## src/rtl/otter_dmem_arbiter.sv

```systemverilog
// otter_dmem_arbiter: shares OTTER data-memory port 2 between the CPU (A) and a DMA/loader (B).
// Winner's request is held stable through the synchronous-read response cycle; results are registered.
module otter_dmem_arbiter #(
   parameter int unsigned RR_EN = 1
) (
   input  logic        MEM_CLK,
   input  logic        MEM_RST_N,
   input  logic        A_REQ,
   input  logic        B_REQ,
   input  logic        A_WE,
   input  logic        B_WE,
   input  logic [31:0] A_ADDR,
   input  logic [31:0] B_ADDR,
   input  logic [31:0] A_DIN,
   input  logic [31:0] B_DIN,
   input  logic [1:0]  A_SIZE,
   input  logic [1:0]  B_SIZE,
   input  logic        A_SIGN,
   input  logic        B_SIGN,
   output logic        A_GNT,
   output logic        B_GNT,
   output logic        A_DONE,
   output logic        B_DONE,
   output logic [31:0] A_RDATA,
   output logic [31:0] B_RDATA,
   output logic        A_ERR,
   output logic        B_ERR,
   output logic [31:0] MEM_ADDR2,
   output logic [31:0] MEM_DIN2,
   output logic [1:0]  MEM_SIZE,
   output logic        MEM_SIGN,
   output logic        MEM_WRITE2,
   output logic        MEM_READ2,
   input  logic [31:0] MEM_DOUT2,
   input  logic        MEM_ERR,
   output logic        BUSY
);
   typedef enum logic [1:0] {S_IDLE, S_ACCESS, S_RESP} state_t;

   state_t      state_q, state_d;
   logic        owner_q, owner_d;   // 0 = A, 1 = B
   logic        last_q, last_d;     // requester served most recently
   logic        we_q, we_d;
   logic [31:0] addr_q, addr_d;
   logic [31:0] din_q, din_d;
   logic [1:0]  size_q, size_d;
   logic        sign_q, sign_d;
   logic        a_done_q, a_done_d, b_done_q, b_done_d;
   logic        a_err_q, a_err_d, b_err_q, b_err_d;
   logic [31:0] a_rdata_q, a_rdata_d, b_rdata_q, b_rdata_d;
   logic        win_b;

   always_ff @(posedge MEM_CLK or negedge MEM_RST_N) begin
      if (!MEM_RST_N) begin
         state_q   <= S_IDLE;
         owner_q   <= 1'b0;
         last_q    <= 1'b1;
         we_q      <= 1'b0;
         addr_q    <= '0;
         din_q     <= '0;
         size_q    <= '0;
         sign_q    <= 1'b0;
         a_done_q  <= 1'b0;
         b_done_q  <= 1'b0;
         a_err_q   <= 1'b0;
         b_err_q   <= 1'b0;
         a_rdata_q <= '0;
         b_rdata_q <= '0;
      end else begin
         state_q   <= state_d;
         owner_q   <= owner_d;
         last_q    <= last_d;
         we_q      <= we_d;
         addr_q    <= addr_d;
         din_q     <= din_d;
         size_q    <= size_d;
         sign_q    <= sign_d;
         a_done_q  <= a_done_d;
         b_done_q  <= b_done_d;
         a_err_q   <= a_err_d;
         b_err_q   <= b_err_d;
         a_rdata_q <= a_rdata_d;
         b_rdata_q <= b_rdata_d;
      end
   end

   always_comb begin
      state_d   = state_q;
      owner_d   = owner_q;
      last_d    = last_q;
      we_d      = we_q;
      addr_d    = addr_q;
      din_d     = din_q;
      size_d    = size_q;
      sign_d    = sign_q;
      a_done_d  = 1'b0;
      b_done_d  = 1'b0;
      a_err_d   = a_err_q;
      b_err_d   = b_err_q;
      a_rdata_d = a_rdata_q;
      b_rdata_d = b_rdata_q;
      // B wins when alone, or on a tie under round-robin when A was served last
      win_b = B_REQ & (~A_REQ | ((RR_EN != 0) & ~last_q));

      case (state_q)
         S_IDLE: begin
            if (A_REQ | B_REQ) begin
               owner_d = win_b;
               last_d  = win_b;
               we_d    = win_b ? B_WE   : A_WE;
               addr_d  = win_b ? B_ADDR : A_ADDR;
               din_d   = win_b ? B_DIN  : A_DIN;
               size_d  = win_b ? B_SIZE : A_SIZE;
               sign_d  = win_b ? B_SIGN : A_SIGN;
               state_d = S_ACCESS;
            end
         end
         S_ACCESS: begin
            if (owner_q) b_err_d = MEM_ERR;
            else         a_err_d = MEM_ERR;
            if (we_q) begin
               state_d = S_IDLE;
               if (owner_q) b_done_d = 1'b1;
               else         a_done_d = 1'b1;
            end else begin
               state_d = S_RESP;
            end
         end
         S_RESP: begin
            if (owner_q) begin
               b_rdata_d = MEM_DOUT2;
               b_done_d  = 1'b1;
            end else begin
               a_rdata_d = MEM_DOUT2;
               a_done_d  = 1'b1;
            end
            state_d = S_IDLE;
         end
         default: state_d = S_IDLE;
      endcase
   end

   // enables decode from state so an asynchronous reset kills a pending write at once
   assign MEM_WRITE2 = (state_q == S_ACCESS) & we_q;
   assign MEM_READ2  = (state_q == S_ACCESS) & ~we_q;
   assign MEM_ADDR2  = addr_q;
   assign MEM_DIN2   = din_q;
   assign MEM_SIZE   = size_q;
   assign MEM_SIGN   = sign_q;
   assign A_GNT      = (state_q == S_ACCESS) & ~owner_q;
   assign B_GNT      = (state_q == S_ACCESS) & owner_q;
   assign A_DONE     = a_done_q;
   assign B_DONE     = b_done_q;
   assign A_ERR      = a_err_q;
   assign B_ERR      = b_err_q;
   assign A_RDATA    = a_rdata_q;
   assign B_RDATA    = b_rdata_q;
   assign BUSY       = (state_q != S_IDLE);
endmodule

```

## config.mk

```make
export PLATFORM = sky130hd
export DESIGN_NAME = otter_dmem_arbiter
export DESIGN_NICKNAME = d
export VERILOG_FILES = /design/src/rtl/otter_dmem_arbiter.sv
export SDC_FILE = /design/constraint.sdc
export NUM_CORES = 1
export LEC_CHECK = 0
export CAP_MARGIN = 15
export CORE_MARGIN = 2
export CORE_UTILIZATION = 39
export DETAILED_ROUTE_END_ITERATION = 10
export PLACE_DENSITY_LB_ADDON = 0.05
export SETUP_SLACK_MARGIN = 0.02
export SLEW_MARGIN = 20
export SYNTH_ARGS = -nofsm -noshare
export SYNTH_HDL_FRONTEND = slang
export SYNTH_SLANG_ARGS = --single-unit
```

## constraint.sdc

```tcl
create_clock -name MEM_CLK -period 2.2 [get_ports MEM_CLK]
set_input_delay 0.33 -clock MEM_CLK [delete_from_list [all_inputs] [get_ports MEM_CLK]]
set_output_delay 0.33 -clock MEM_CLK [all_outputs]
set_load 0.01 [all_outputs]
```

; Word level (Yosys, flattened, before mapping)
; Index checks and enable logic that the tools add are counted.
[word_totals]
regBits = 140
input_bits = 173
output_inout_bits = 140
[op_classes]
n_eq_ne = 3
n_mux = 14
n_bitwise = 11
n_reduce_logical = 7
[op_table]
columns = cell, count
row1 = 2-to-1 mux 32 bit, 2
row2 = AND reduction 2 bit, 5
row3 = 2-to-1 mux 1 bit, 6
row4 = 2-to-1 mux 2 bit, 3
row5 = bitwise AND 1 bit, 5
row6 = NOT 1 bit, 4
row7 = one-hot mux 1 bit (2 select lines), 2
row8 = one-hot mux 2 bit (2 select lines), 1
row9 = equality test 2 x 1 -> 1 bit (second input constant), 1
row10 = equality test 2 bit (second input constant), 1
row11 = logical NOT 2 bit, 1
row12 = inequality test 2 bit (second input constant), 1
row13 = OR 1 bit, 2
row14 = nonzero test 2 bit, 1

; Logic depth before layout (Yosys ltp)
; Gate-level depths: netlist (run 1).
[depth]
depth_word = 4
depth_mapped = 8
depth_no_buf = 5

; Worst setup path before layout (run 1)
; OpenSTA, ideal clock, no wires.
[synth_timing]
path_type = flip-flop to flip-flop
from = register state_q[0]
to = register a_rdata_q[10] (netlist: A_RDATA[10])
setup_time_ns = 0.125
arrival_ns = 1.459
setup_slack_ns = 0.616
stages_incl_launch_ff = 7
n_path_buf = 2
synth_period_minus_slack_ns = 1.584
cell_sequence = dfrtp_1 > inv_1 > ha_1 > nor2b_1 > clkbuf_1 > buf_2 > mux2_2
[synth_between]
elab_chain_len = 2
[synth_lines]
columns = element, line
row1 = start: declaration, 40  ; state_t state_q, state_d;
row2 = start signal: assignment, 70  ; state_q <= state_d;
row3 = equality test 2 bit, 105  ; case (state_q)
row4 = AND reduction 2 bit (no source line), n/a
row5 = end signal: assignment, 82  ; a_rdata_q <= a_rdata_d;
row6 = end: declaration, 50  ; logic [31:0] a_rdata_q, a_rdata_d, b_rdata_q, b_rdata_d;
; No other way between the ends.
; A chain may end at the register's enable or synchronous reset.

; Final worst setup path (run 1)
[layout_timing]
from = register state_q[1]
to = output A_GNT
[layout_between]
elab_chain_len = 2
[layout_lines]
columns = element, line
row1 = equality test 2 x 1 -> 1 bit, 150  ; assign A_GNT = (state_q == S_ACCESS) & ~owner_q;
row2 = bitwise AND 1 bit, 150
row3 = end: declaration, 20  ; output logic A_GNT,
; No other way between the ends.

==> results of run 1 <==
what timing repair did:
action	4_1_cts	5_1_grt
setup buffers	0	0
hold buffers	1	0
setup endpoints to repair	3	3
pin swaps	0	0
gates resized for setup	3	3
hold endpoints to repair	37	0
through the flow:
| stage | hold slack (ns) | power [uW] | cell area (sq um) |
|---|---|---|---|
| floorplan | 0.0344 | 7680 | 5810 |
| global placement | 0.262 | 11400 | 9230 |
| detailed placement | 0.268 | 11600 | 9230 |
| CTS | 0.396 | 14600 | 9840 |
| global route | 0.422 | 15300 | 9850 |
| finish | 0.386 | 14400 | 9850 |
power by group through the flow:
| stage | sequential, uW | clock, uW | combinational, uW |
|---|---|---|---|
| after floorplan | 5190 | 0 | 2490 |
| after global placement | 4600 | 0 | 6850 |
| after detailed placement | 4670 | 0 | 6960 |
| after CTS | 4650 | 2940 | 6990 |
| after global routing | 4810 | 3060 | 7440 |
| final | 4640 | 2890 | 6900 |
cell usage in the layout, fill, tap and decap left out, types with 2 or more instances in the layout:
master | netlist | final
a21oi_1 | 137 | 137
and2_1 | 2 | 2
buf_12 | 0 | 11
buf_4 | 6 | 2
bufinv_16 | 0 | 3
clkbuf_16 | 0 | 17
clkdlybuf4s50_1 | 0 | 306
clkinv_2 | 0 | 3
clkinvlp_4 | 0 | 5
dfrtp_1 | 139 | 139
dlygate4sd2_1 | 0 | 2
dlymetal6s2s_1 | 0 | 3
ha_1 | 3 | 2
inv_1 | 3 | 3
inv_6 | 0 | 2
mux2_1 | 3 | 3
mux2_2 | 64 | 64
nand2_1 | 69 | 69
nor2_1 | 71 | 71
nor2b_1 | 3 | 2
flip-flops by register name (all words and copies together) (netlist names):
register / count
B_RDATA: 32
B_ERR: 1
MEM_ADDR2: 32
A_RDATA: 32
state_q: 2
B_DONE: 1
we_q: 1
MEM_SIGN: 1
owner_q: 1
A_DONE: 1
MEM_SIZE: 2
last_q: 1
MEM_DIN2: 32
A_ERR: 1
logic make-up (layout without fill, tap and decap cells):
kind of cell    after synthesis  after routing  synth area share
buf+inv                      42            362            0.0347
flops                       140            140             0.604
compound gates              144            144             0.128
mux                          67             67             0.130
fa+ha+maj                     3              3           0.00646
simple gates                147            147            0.0978
worst max-delay path: stages, from the launching register on:
cell           delay (ns)
dfrtp_1              0.39
inv_1                0.08
ha_1                 0.19
nor2b_1              0.20
dlygate4sd2_1        0.32
path summary, 6_finish.rpt:
| path | cells past startpoint | slack (ns) | start | endpoint |
|---|---|---|---|---|
| worst max register to register | 5 | 0.54 | state_q[0] | state_q[1] |
| worst min register to register | 1 | 0.50 | A_RDATA[6] | A_RDATA[6] |
| max in group asynchronous | 3 | 1.15 | MEM_RST_N | A_RDATA[18] |
| worst max-delay path | 4 | 0.28 | state_q[1] | A_GNT |
| min in group MEM_CLK | 3 | 0.45 | A_DIN[8] | MEM_DIN2[8] |
| worst min-delay path | 2 | 0.39 | MEM_RST_N | A_RDATA[5] |
per-layer routing:
metal / track usage / vias to the layer above / share of wire
met2: 0.391 / 242 / 0.51
li1: - / 2447 / -
met1: 0.265 / 2550 / 0.38
met4: 0.0989 / 0 / 0.031
met3: 0.0756 / 39 / 0.081
met5: 0 / - / 0
layout make-up:
type | instances | area (sq um)
Inverter | 4 | 15.0
Timing Repair Buffer | 326 | 3370
Clock inverter | 14 | 169
Tap cell | 184 | 230
Multi-Input combinational cell | 361 | 2130
Fill cell | 1151 | 4680
Sequential cell | 140 | 3500
Clock buffer | 18 | 429
==> run metrics, run 1 <==
mean post-synth cell area 10.7 sq um; Ports 313; Finished Layout Cells 1047; core area 14500 sq um; synthesis-stage register bit count 140; first-pass iteration count of the detailed router 4; Post-DP HPWL 13300 um; Tot GR Track Use 0.229; max-cap violation count 0; Worst Path Required 1.87 ns; outcome finished, final reports clean; Seq pwr share 0.321; grt ovf 0; Die ar. 15900 sq um; TritonCTS buffer count 17; Leakage 0.00417 uW; vias per cell 5.04; initial antenna violation count 0; total clock sinks 140; Clk pwr share 0.200; Rows 44; CTS tree done; crit path launch type register; Nets 1026; Synth Net Count about 700; proportion of layout cells with a drive suffix above 1 0.136; Die Width 126 um; DRT antenna net count 0; Logic pwr share 0.478; Worst Skew 0.00697 ns; post-synth cell types 24; Ys Warns 0; Final TNS setup 0 ns; GPL Wtd Cong just over 0.9; Final setup viols 0; vias 5278; EDFF count, synth 0; Die H 126 um; Crit path arrival time ~1.6 ns; peak supply drop 0.000605 V; synth cell count leaders 139 x dfrtp_1, 137 x a21oi_1, 71 x nor2_1; first-pass GRT wire length about 29000 um; fin worst setup slack 0.282 ns; DP Cell Count 1014; switching pwr 4840 uW; post-route DRC violation count 0; crit end category output pin; pwr/cell area between 1000 and 1500 nW/um^2; post-place setup slack 0.304 ns; post-synthesis sequential area ratio 0.604; Syn Inst Count 543; Post-synth ARST share 1.00; 1st-iter DRT viols 288; Area growth syn-to-layout 69.6%; Root Driver clkbuf_16; Crit Path Max Fanout 4; fin util 0.678; most common cell in the synthesized netlist dfrtp_1; Worst-path clk slew about 0.06 ns; Clock Tree Buf Depth 2; Area contributors post-synth dfrtp_1 60%, mux2_2 12%, a21oi_1 12%, nor2_1 4.6%, nand2_1 4.5%; # port buffers 312; CTS H-tree lvls 4; ANT cells 0; worst skew pair latency 0.41 ns; WL final 18100 um; crit path kind register to output pin; Least-Margin Pin Slew 0.385 ns; slew margin rel. 0.743; fin crit period 1.92 ns; Cell Int Power roughly 9600 uW; via count of the first global-routing pass 5519; switch share 0.336; largest net degree at the start of global routing 48; Hold Fails Final Rpt 0; Final period util 0.872; Synth area leader dfrtp_1; unrepaired setup endpoints after global routing false; synthesized area 5810 sq um; Synth Flop Type dfrtp_1; fmax 0.521 GHz; WL/cell between 15 and 20 um; Worst Hold Class input pin to async pin; post-synth top area share 0.599; Pins Over Slew Limit 0; Starting Density 0.400
Note: power is estimated with default switching activity, not from simulation.
==> inputs of run 2 (changes only) <==
Settings changed: CTS_CLUSTER_SIZE set to 8.
==> results of run 2 <==
Same layout as run 1: the final DEF is identical, and so are final timing and power.
